**config.mk**
```make
export PLATFORM = sky130hd
export DESIGN_NAME = h_alpha_packer_flat
export DESIGN_NICKNAME = d
export VERILOG_FILES = /design/src/rtl/h_alpha_packer_pkg.sv /design/src/rtl/h_alpha_packer_if.sv /design/src/rtl/h_alpha_packer_col_shift_pack.sv /design/src/rtl/h_alpha_packer.sv /design/src/flat_wrapper.sv
export SDC_FILE = /design/constraint.sdc
export NUM_CORES = 2
export LEC_CHECK = 0
export CAP_MARGIN = 25
export CORE_ASPECT_RATIO = 0.7
export CORE_MARGIN = 10
export CORE_UTILIZATION = 45
export DETAILED_ROUTE_END_ITERATION = 10
export PLACE_DENSITY_LB_ADDON = 0.3
export SYNTH_ARGS = -nofsm -noshare
export SYNTH_HDL_FRONTEND = slang
export SYNTH_HIERARCHICAL = 1
export SYNTH_SLANG_ARGS = --single-unit
```
**constraint.sdc**
```tcl
create_clock -name clk -period 2.8 [get_ports clk]
set_input_delay 0.56 -clock clk [delete_from_list [all_inputs] [get_ports clk]]
set_output_delay 0.56 -clock clk [all_outputs]
set_load 0.1 [all_outputs]
```
**src/rtl/h_alpha_packer_pkg.sv**
```systemverilog
// Shared definitions for the H/alpha frame packer.
//   state_e : packer FSM states
//   WORD_W  : width of one upstream stream word
//   cnt_w   : counter width able to hold 0..max
package h_alpha_packer_pkg;

  localparam int unsigned WORD_W = 64;

  typedef enum logic [1:0] {
    S_H     = 2'd0,
    S_ALPHA = 2'd1,
    S_SKIP  = 2'd2
  } state_e;

  function automatic int unsigned cnt_w(input int unsigned max);
    return $clog2(max) + 1;
  endfunction

endpackage

```
**src/rtl/h_alpha_packer_if.sv**
```systemverilog
// Stream and result bundle of the H/alpha frame packer.
//   s_tdata/s_tvalid/s_tlast/s_tready : upstream word stream (no backpressure in practice)
//   cfg_alpha_only                    : frame has no H section (sampled at frame start)
//   H_row*, alpha_u_col*              : unpacked H rows and alpha beats
//   frame_done/frame_err              : one-cycle frame status pulses
// modport slave is the packer side, modport master the producer/consumer side.
interface h_alpha_packer_if
  import h_alpha_packer_pkg::*;
#(
  parameter int unsigned J = 14
);
  logic [WORD_W-1:0]   s_tdata;
  logic                s_tvalid;
  logic                s_tlast;
  logic                s_tready;
  logic                cfg_alpha_only;
  logic [J-1:0]        H_row;
  logic                H_row_tvalid;
  logic                H_row_tlast;
  logic [J*WORD_W-1:0] alpha_u_col;
  logic                alpha_u_col_tvalid;
  logic                alpha_u_col_tlast;
  logic                frame_done;
  logic                frame_err;

  modport slave (
    input  s_tdata, s_tvalid, s_tlast, cfg_alpha_only,
    output s_tready, H_row, H_row_tvalid, H_row_tlast,
    output alpha_u_col, alpha_u_col_tvalid, alpha_u_col_tlast, frame_done, frame_err
  );

  modport master (
    output s_tdata, s_tvalid, s_tlast, cfg_alpha_only,
    input  s_tready, H_row, H_row_tvalid, H_row_tlast,
    input  alpha_u_col, alpha_u_col_tvalid, alpha_u_col_tlast, frame_done, frame_err
  );
endinterface

```
**src/rtl/h_alpha_packer_col_shift_pack.sv**
```systemverilog
// col_shift_pack: Depth-entry serial-in/parallel-out word register.
//   clk, rst_n : clock, async active-low reset
//   clear      : zero all entries (wins over load_en)
//   load_en    : shift din in
//   din        : incoming word
//   par        : all entries, entry k in bits [k*WORD_W +: WORD_W]
// Words enter at the top entry and move down, so after Depth loads the first
// word sits in entry 0.
module col_shift_pack
  import h_alpha_packer_pkg::*;
#(
  parameter int unsigned Depth = 14
) (
  input  logic                    clk,
  input  logic                    rst_n,
  input  logic                    clear,
  input  logic                    load_en,
  input  logic [WORD_W-1:0]       din,
  output logic [Depth*WORD_W-1:0] par
);

  localparam int unsigned ParW = Depth * WORD_W;

  logic [ParW-1:0] par_q;

  always_ff @(posedge clk or negedge rst_n) begin
    if (!rst_n) begin
      par_q <= '0;
    end else if (clear) begin
      par_q <= '0;
    end else if (load_en) begin
      par_q <= (par_q >> WORD_W) | (ParW'(din) << ((Depth - 1) * WORD_W));
    end
  end

  assign par = par_q;

endmodule

```
**src/rtl/h_alpha_packer.sv**
```systemverilog
// h_alpha_packer: splits a word stream into I H rows followed by A alpha beats
// of J 64-bit columns each (or only the alpha beats in alpha-only frames).
//   clk, rst_n : clock, async active-low reset
//   bus        : h_alpha_packer_if slave (stream in, rows/beats/status out)
// Early s_tlast aborts the frame with frame_err; a missing s_tlast on the last
// expected word finishes the frame, flags frame_err and drops words up to the
// next s_tlast.
module h_alpha_packer
  import h_alpha_packer_pkg::*;
#(
  parameter int unsigned J = 14,
  parameter int unsigned I = 7,
  parameter int unsigned A = 2
) (
  input logic             clk,
  input logic             rst_n,
  h_alpha_packer_if.slave bus
);

  localparam int unsigned ColW = J * WORD_W;
  localparam int unsigned RowW = cnt_w(I);
  localparam int unsigned WrdW = cnt_w(J);
  localparam int unsigned BeatW = cnt_w(A);

  localparam logic [RowW-1:0]  RowLast  = RowW'(I - 1);
  localparam logic [WrdW-1:0]  WordLast = WrdW'(J - 1);
  localparam logic [BeatW-1:0] BeatLast = BeatW'(A - 1);

  state_e            state_q;
  logic              first_q;   // next accepted word starts a new frame
  logic [RowW-1:0]   row_cnt_q;
  logic [WrdW-1:0]   word_cnt_q;
  logic [BeatW-1:0]  beat_cnt_q;
  logic              ready_q;
  logic [J-1:0]      h_row_q;
  logic              h_vld_q;
  logic              h_last_q;
  logic [ColW-1:0]   col_q;
  logic              col_vld_q;
  logic              col_last_q;
  logic              done_q;
  logic              err_q;

  logic              accept;
  state_e            cur_state;
  logic              row_last;
  logic              word_last;
  logic              beat_last;
  logic              frame_end;
  logic              pack_load;
  logic              pack_clear;
  logic [ColW-1:0]   pack_par;
  logic [ColW-1:0]   beat;

  assign accept    = bus.s_tvalid & ready_q;
  // Mode is taken from cfg_alpha_only only on the first word of a frame.
  assign cur_state = first_q ? (bus.cfg_alpha_only ? S_ALPHA : S_H) : state_q;
  assign row_last  = (row_cnt_q == RowLast);
  assign word_last = (word_cnt_q == WordLast);
  assign beat_last = (beat_cnt_q == BeatLast);
  assign frame_end = (cur_state == S_ALPHA) && word_last && beat_last;

  assign pack_load  = accept && (cur_state == S_ALPHA);
  assign pack_clear = accept && bus.s_tlast && !frame_end;

  // Completed beat: the J-1 stored columns plus the word arriving now.
  assign beat = (pack_par >> WORD_W) | (ColW'(bus.s_tdata) << ((J - 1) * WORD_W));

  col_shift_pack #(
    .Depth (J)
  ) u_col_shift_pack (
    .clk     (clk),
    .rst_n   (rst_n),
    .clear   (pack_clear),
    .load_en (pack_load),
    .din     (bus.s_tdata),
    .par     (pack_par)
  );

  always_ff @(posedge clk or negedge rst_n) begin
    if (!rst_n) begin
      state_q    <= S_H;
      first_q    <= 1'b1;
      row_cnt_q  <= '0;
      word_cnt_q <= '0;
      beat_cnt_q <= '0;
      ready_q    <= 1'b0;
      h_row_q    <= '0;
      h_vld_q    <= 1'b0;
      h_last_q   <= 1'b0;
      col_q      <= '0;
      col_vld_q  <= 1'b0;
      col_last_q <= 1'b0;
      done_q     <= 1'b0;
      err_q      <= 1'b0;
    end else begin
      ready_q    <= 1'b1;
      h_vld_q    <= 1'b0;
      h_last_q   <= 1'b0;
      col_vld_q  <= 1'b0;
      col_last_q <= 1'b0;
      done_q     <= 1'b0;
      err_q      <= 1'b0;
      if (accept) begin
        first_q <= 1'b0;
        unique case (cur_state)
          S_H: begin
            h_row_q <= bus.s_tdata[J-1:0];
            h_vld_q <= 1'b1;
            if (row_last) begin
              h_last_q  <= 1'b1;
              row_cnt_q <= '0;
              state_q   <= S_ALPHA;
            end else begin
              row_cnt_q <= row_cnt_q + RowW'(1);
              state_q   <= S_H;
            end
            if (bus.s_tlast) begin
              err_q     <= 1'b1;
              first_q   <= 1'b1;
              row_cnt_q <= '0;
            end
          end
          S_ALPHA: begin
            state_q <= S_ALPHA;
            if (word_last) begin
              word_cnt_q <= '0;
              col_q      <= beat;
              col_vld_q  <= 1'b1;
              if (beat_last) begin
                col_last_q <= 1'b1;
                done_q     <= 1'b1;
                beat_cnt_q <= '0;
                if (bus.s_tlast) begin
                  first_q <= 1'b1;
                end else begin
                  // Overrun: frame is complete but the stream has not ended.
                  err_q   <= 1'b1;
                  state_q <= S_SKIP;
                end
              end else begin
                beat_cnt_q <= beat_cnt_q + BeatW'(1);
                if (bus.s_tlast) begin
                  err_q      <= 1'b1;
                  first_q    <= 1'b1;
                  beat_cnt_q <= '0;
                end
              end
            end else begin
              word_cnt_q <= word_cnt_q + WrdW'(1);
              if (bus.s_tlast) begin
                err_q      <= 1'b1;
                first_q    <= 1'b1;
                word_cnt_q <= '0;
                beat_cnt_q <= '0;
              end
            end
          end
          S_SKIP: begin
            state_q <= S_SKIP;
            if (bus.s_tlast) begin
              first_q <= 1'b1;
            end
          end
          default: begin
            state_q <= S_H;
            first_q <= 1'b1;
          end
        endcase
      end
    end
  end

  assign bus.s_tready           = ready_q;
  assign bus.H_row              = h_row_q;
  assign bus.H_row_tvalid       = h_vld_q;
  assign bus.H_row_tlast        = h_last_q;
  assign bus.alpha_u_col        = col_q;
  assign bus.alpha_u_col_tvalid = col_vld_q;
  assign bus.alpha_u_col_tlast  = col_last_q;
  assign bus.frame_done         = done_q;
  assign bus.frame_err          = err_q;

endmodule

```
**src/flat_wrapper.sv**
```systemverilog
// flat-port wrapper written by rule: the top's interface ports become plain ports
module h_alpha_packer_flat import h_alpha_packer_pkg::*;
#(
  parameter int unsigned J = 14,
  parameter int unsigned I = 7,
  parameter int unsigned A = 2
)
  (clk, rst_n, bus_s_tdata, bus_s_tvalid, bus_s_tlast, bus_cfg_alpha_only, bus_s_tready, bus_H_row, bus_H_row_tvalid, bus_H_row_tlast, bus_alpha_u_col, bus_alpha_u_col_tvalid, bus_alpha_u_col_tlast, bus_frame_done, bus_frame_err);
  h_alpha_packer_if #(.J(J)) bus_i ();
  input logic clk;
  input logic rst_n;
  input wire logic [$bits(bus_i.s_tdata)-1:0] bus_s_tdata;
  input wire logic [$bits(bus_i.s_tvalid)-1:0] bus_s_tvalid;
  input wire logic [$bits(bus_i.s_tlast)-1:0] bus_s_tlast;
  input wire logic [$bits(bus_i.cfg_alpha_only)-1:0] bus_cfg_alpha_only;
  output wire logic [$bits(bus_i.s_tready)-1:0] bus_s_tready;
  output wire logic [$bits(bus_i.H_row)-1:0] bus_H_row;
  output wire logic [$bits(bus_i.H_row_tvalid)-1:0] bus_H_row_tvalid;
  output wire logic [$bits(bus_i.H_row_tlast)-1:0] bus_H_row_tlast;
  output wire logic [$bits(bus_i.alpha_u_col)-1:0] bus_alpha_u_col;
  output wire logic [$bits(bus_i.alpha_u_col_tvalid)-1:0] bus_alpha_u_col_tvalid;
  output wire logic [$bits(bus_i.alpha_u_col_tlast)-1:0] bus_alpha_u_col_tlast;
  output wire logic [$bits(bus_i.frame_done)-1:0] bus_frame_done;
  output wire logic [$bits(bus_i.frame_err)-1:0] bus_frame_err;
  assign bus_i.s_tdata = bus_s_tdata;
  assign bus_i.s_tvalid = bus_s_tvalid;
  assign bus_i.s_tlast = bus_s_tlast;
  assign bus_i.cfg_alpha_only = bus_cfg_alpha_only;
  assign bus_s_tready = bus_i.s_tready;
  assign bus_H_row = bus_i.H_row;
  assign bus_H_row_tvalid = bus_i.H_row_tvalid;
  assign bus_H_row_tlast = bus_i.H_row_tlast;
  assign bus_alpha_u_col = bus_i.alpha_u_col;
  assign bus_alpha_u_col_tvalid = bus_i.alpha_u_col_tvalid;
  assign bus_alpha_u_col_tlast = bus_i.alpha_u_col_tlast;
  assign bus_frame_done = bus_i.frame_done;
  assign bus_frame_err = bus_i.frame_err;
  h_alpha_packer #(.J(J), .I(I), .A(A)) u_core (.clk(clk), .rst_n(rst_n), .bus(bus_i));
endmodule
```
; Yosys cells after proc, flatten, opt, wreduce, memory -nomap -nowiden
; Index checks and enable logic that the tools add are counted.
[totals]
rom_bits = 0
latchBits = 0
ram_bits = 0
regBits = 1826
mem_count = 0
input_bits = 69
[op_classes]
n_mul = 0
eq_ne = 5
order_cmp = 0
add_sub_neg = 3
bitwise = 2
n_shift = 0
n_reduce_logical = 14
mux = 36
n_div = 0
[ops]
columns = operator, n
row1 = $mux 896, 2
row2 = $or 832x896->896, 1
row3 = $mux 1, 20
row4 = $mux 2, 8
row5 = $mux 5, 2
row6 = $mux 4, 2
row7 = $pmux 2 s3, 1
row8 = $reduce_and 3->1, 2
row9 = $add 5x1->5 const B, 1
row10 = $eq 5x4->1 const B, 1
row11 = $logic_and 1x1->1, 5
row12 = $add 4x1->4 const B, 1
row13 = $eq 2x1->1 const B, 2
row14 = $eq 4x3->1 const B, 1
row15 = $reduce_and 2->1, 2
row16 = $reduce_bool 2->1, 2
row17 = $reduce_or 3->1, 1
row18 = $add 2x1->2 const B, 1
row19 = $eq 2x2->1 const B, 1
row20 = $logic_not 2->1, 1
row21 = $pmux 1 s2, 1
row22 = $and 1x1->1, 1
row23 = $logic_not 1->1, 1

; Depth between registers and ports, before layout
[depth]
depth_word = 8
depth_mapped = 10

; Cells and area by module
; Netlist, hierarchy kept.
[by_module_without_submodules]
columns = mod, seq_area_each_um2, area_per_inst_um2, cells_per_inst, n_inst
row1 = h_alpha_packer, 23273.6, 39392.8, 2055, 1
row2 = col_shift_pack, 22421.5, 36124.6, 2888, 1

; Least setup slack after synthesis
; Ideal clock, no wire load.
[synth_path]
kind = reg2reg
from = register u_core.ready_q, in the netlist u_core/bus.s_tready
to = register u_core.u_col_shift_pack.par_q[452], in the netlist u_core/u_col_shift_pack/par[452]
path_buffers = 5
setup_time_ns = 0.132
slack_ns = 0.171
required_time_ns = 2.668
t_arrival_ns = 2.497
stages_incl_launch_ff = 11
synth_period_minus_slack_ns = 2.629
cell_sequence = dfrtp_1 and2_0 o21ai_0 clkbuf_1 inv_1 buf_2 buf_6 buf_6 buf_6 mux2i_1 nor2_1
[synth_between]
elab_cells_between_ends = 6
[synth_rtl]
columns = item, line_no
row1 = "start, declared", h_alpha_packer.sv:34  ; logic ready_q;
row2 = "start signal, assigned", h_alpha_packer.sv:87  ; ready_q <= 1'b0;
row3 = "start signal, assigned", h_alpha_packer.sv:97  ; ready_q <= 1'b1;
row4 = $and 1x1->1, h_alpha_packer.sv:55  ; assign accept = bus.s_tvalid & ready_q;
row5 = $logic_and 1x1->1, h_alpha_packer.sv:63  ; assign pack_load = accept && (cur_state == S_ALPHA);
row6 = via u_core.pack_load, h_alpha_packer.sv:50  ; logic pack_load;
row7 = $reduce_bool 2->1 (no line), -
row8 = "end signal, assigned", h_alpha_packer_col_shift_pack.sv:32  ; par_q <= (par_q >> WORD_W) | (ParW'(din) << ((Depth - 1) * WORD_W));
row9 = "end, declared", h_alpha_packer_col_shift_pack.sv:24  ; logic [ParW-1:0] par_q;
; The timed path passes the listed nets, and every way through them passes these cells.
; A chain may end at the register's enable or synchronous reset.

; Final worst setup path
[layout_path]
from = register u_core.word_cnt_q[1]
to = register u_core.col_q[246], in the netlist u_core/bus.alpha_u_col[246]
[layout_between]
elab_chain_cells = 2
[layout_lines]
columns = item, line_no
row1 = "start, declared", h_alpha_packer.sv:32  ; logic [WrdW-1:0] word_cnt_q;
row2 = "start signal, assigned", h_alpha_packer.sv:150  ; word_cnt_q <= word_cnt_q + WrdW'(1);
row3 = $eq 5x4->1, h_alpha_packer.sv:59  ; assign word_last = (word_cnt_q == WordLast);
row4 = $reduce_and 3->1 (no line), -
row5 = "end signal, assigned", h_alpha_packer.sv:128  ; col_q <= beat;
row6 = "end, declared", h_alpha_packer.sv:38  ; logic [ColW-1:0] col_q;
; No other way between the ends.

==> out/metrics.yaml <==
outcome:
  status: "complete, no violations"
global_routing:
  grt_max_degree: 133
  grt-ovfl-total: 0
  grt_antenna_before_repair: 1
  grt_pass1_vias: 43100
  track_usage_pct: 20.4
  grt_pass1_wl_um: 285000
die:
  die_width_um: 501
  io_pins: 986
  die-area_um2: 179000
  start_util_pct: 45.3
  rows: 123
  die_h_um: 357
  coreArea_um2: 161000
critical_path:
  cp.required_ns: 3.44
  cp_max_fo: 48
  cp_data_arrival_time_ns: 3.02
  start_kind: "flip-flop"
  endpoint_kind: "flip-flop"
  setup.worst_path.class: "reg2reg"
timing:
  setup_viol: 0
  tns_ns: 0
  rsz0062_at_grt: "no"
  fin_crit_ns: 2.38
  hold_violations: 0
  worst_pin_slew_ns: 0.736
  finalCritPeriodShare_pct: 85.1
  finClkSkew_ns: 0.0453
  relSlewSlack_pct: 51.0
  fmax_ghz: 0.420
  slew_violations: 0
  whs_ns: 0.358
placement:
  place_hpwl_um: 135000
  gp_congestion: 0.828
  placedCellCount: 7772
  portBuffers: 985
worst_hold_path:
  hp-class: "in2async"
finish:
  fillers: 13000
  nets: 5894
  drive_gt1_share_pct: 38.8
  areaGrowthSynthToFinish_pct: 21.3
  fin_cells: 8077
clocking:
  cts.htree.levels: 4
  cts_buffers: 168
  clockBufferDepth: 3
  cts_tree: "yes"
  root_buffer: "clkbuf_16"
  path_clk_slew_ns: 0.06
  insertion_delay_ns: 0.79
  numClockSinks: 1762
drt:
  wl_per_cell_um: 23.4
  ant_nets: 0
  drt-initial-drc-count: 2685
  drc: 0
  dr.pass1.iters: 5
  routed_via_density: 5.02
  wirelength_um: 189000
  dr_total_vias: 40500
power_and_ir_drop:
  leakage_uw: 0.0442
  p_int_uw: 40600
  ir_worst_vdd_mv: 0.487
  switching_share_pct: 23.2
  comb_power_share_pct: 5.5
  p_sw_uw: 12300
  pwr-share-clk_pct: 44.4
  powerDensity_nw_per_um2: 598
  power_uw: 52900
  sequentialPowerShare_pct: 50.2
synthesis:
  syn_inst: 4739
  netlist_area_um2: 73000
  syn_nets: 4815
  syn_area_per_cell_um2: 15.4
  synth-warning-count: 6
run:
  cap_violations: 0
state kept, by name, summed over array words and instances, names as in the netlist:
name and flops:
u_core/bus.s_tready 1, u_core/bus.alpha_u_col 896, u_core/bus.H_row_tlast 1, u_core/bus.frame_err 1
u_core/bus.alpha_u_col_tvalid 1, u_core/beat_cnt_q 2, u_core/state_q 2, u_core/bus.H_row 14
u_core/u_col_shift_pack/par 832, u_core/row_cnt_q 4, u_core/word_cnt_q 5, u_core/bus.H_row_tvalid 1
u_core/first_q 1, u_core/bus.frame_done 1
per-stage QoR:
step           utilization (%)  setup WS (ns)  area, um^2
2_1_floorplan                -          0.196       73000
3_3_place_gp              51.4         0.0819       82800
6_report                  55.0          0.417       88500
3_5_place_dp              51.4         0.0161       82800
5_1_grt                   55.0          0.346       88500
4_1_cts                   55.0          0.428       88500
critical path, stage by stage (launching register included):
cell and delay [ns]:
dfrtp_1 0.41, inv_1 0.08, ha_1 0.18, and4b_4 0.30
o211a_4 0.21, buf_12 0.22, buf_12 0.36, mux2_4 0.34
layout by cell type, fill, tap and decap left out, types with 2 or more instances in the layout:
master,instances
dfrtp_1,1761
buf_4,1035
mux2_4,885
nor2_1,837
mux2i_1,832
clkbuf_16,173
buf_12,100
clkdlybuf4s50_1,67
nand2_1,49
clkbuf_8,36
clkbuf_1,35
clkinv_2,33
bufinv_16,14
o21ai_0,11
mux2_2,11
inv_1,7
ha_1,7
clkinvlp_4,4
inv_16,3
or4_1,3
nor3_1,3
o41ai_1,3
nand3_1,3
clkinv_4,2
inv_8,2
and2_1,2
a21oi_1,2
a31oi_1,2
layer usage:
metal,vias up,share of wire (%),track usage (%),wire length (um)
met3,264,5.7,5.21,10700
met2,865,51,35.0,95700
li1,18400,-,-,-
met1,21000,41,25.6,76600
met5,-,0,0,0
met4,0,3.0,5.95,5580
layout make-up:
cell class | instances | area (um^2) | area share [%]
antenna | 1 | 2.50 | 0.00283
multi-input combinational | 2674 | 25500 | 28.8
clock buffer | 244 | 4960 | 5.60
inverter | 8 | 37.5 | 0.0424
timing repair buffer | 1204 | 10500 | 11.8
clock inverter | 59 | 743 | 0.840
tap | 2125 | 2660 | 3.00
sequential | 1762 | 44100 | 49.8
power by group through the flow:
stage               clock, uW  sequential [uW]  combinational [uW]
finish                  23500            26500                2890
global placement            0            27000                2880
floorplan                   0            27200                1370
global route            25100            26600                3170
CTS                     24100            26500                2950
detailed placement          0            27000                2940
final timing paths:
check / from / endpoint / slack, ns / depth (start not counted)
min: rst_n / u_core/u_col_shift_pack/par[223] / 0.36 / 2
max: u_core/word_cnt_q[1] / u_core/bus.alpha_u_col[246] / 0.42 / 7
max reg2reg: u_core/word_cnt_q[1] / u_core/bus.alpha_u_col[246] / 0.42 / 7
min reg2reg: u_core/bus.H_row[7] / u_core/bus.H_row[7] / 0.47 / 2
max in group asynchronous: rst_n / u_core/bus.alpha_u_col[586] / 1.36 / 4
min in group clk: bus_s_tdata[5] / u_core/bus.H_row[5] / 0.39 / 3
repair_timing:
item / 4_1_cts / 5_1_grt
hold buffers: 1 / 0
setup buffers: 0 / 0
resized for setup: 0 / 0
endpoints found under the hold margin: 21 / 0
(Power assumes the default switching activity.)
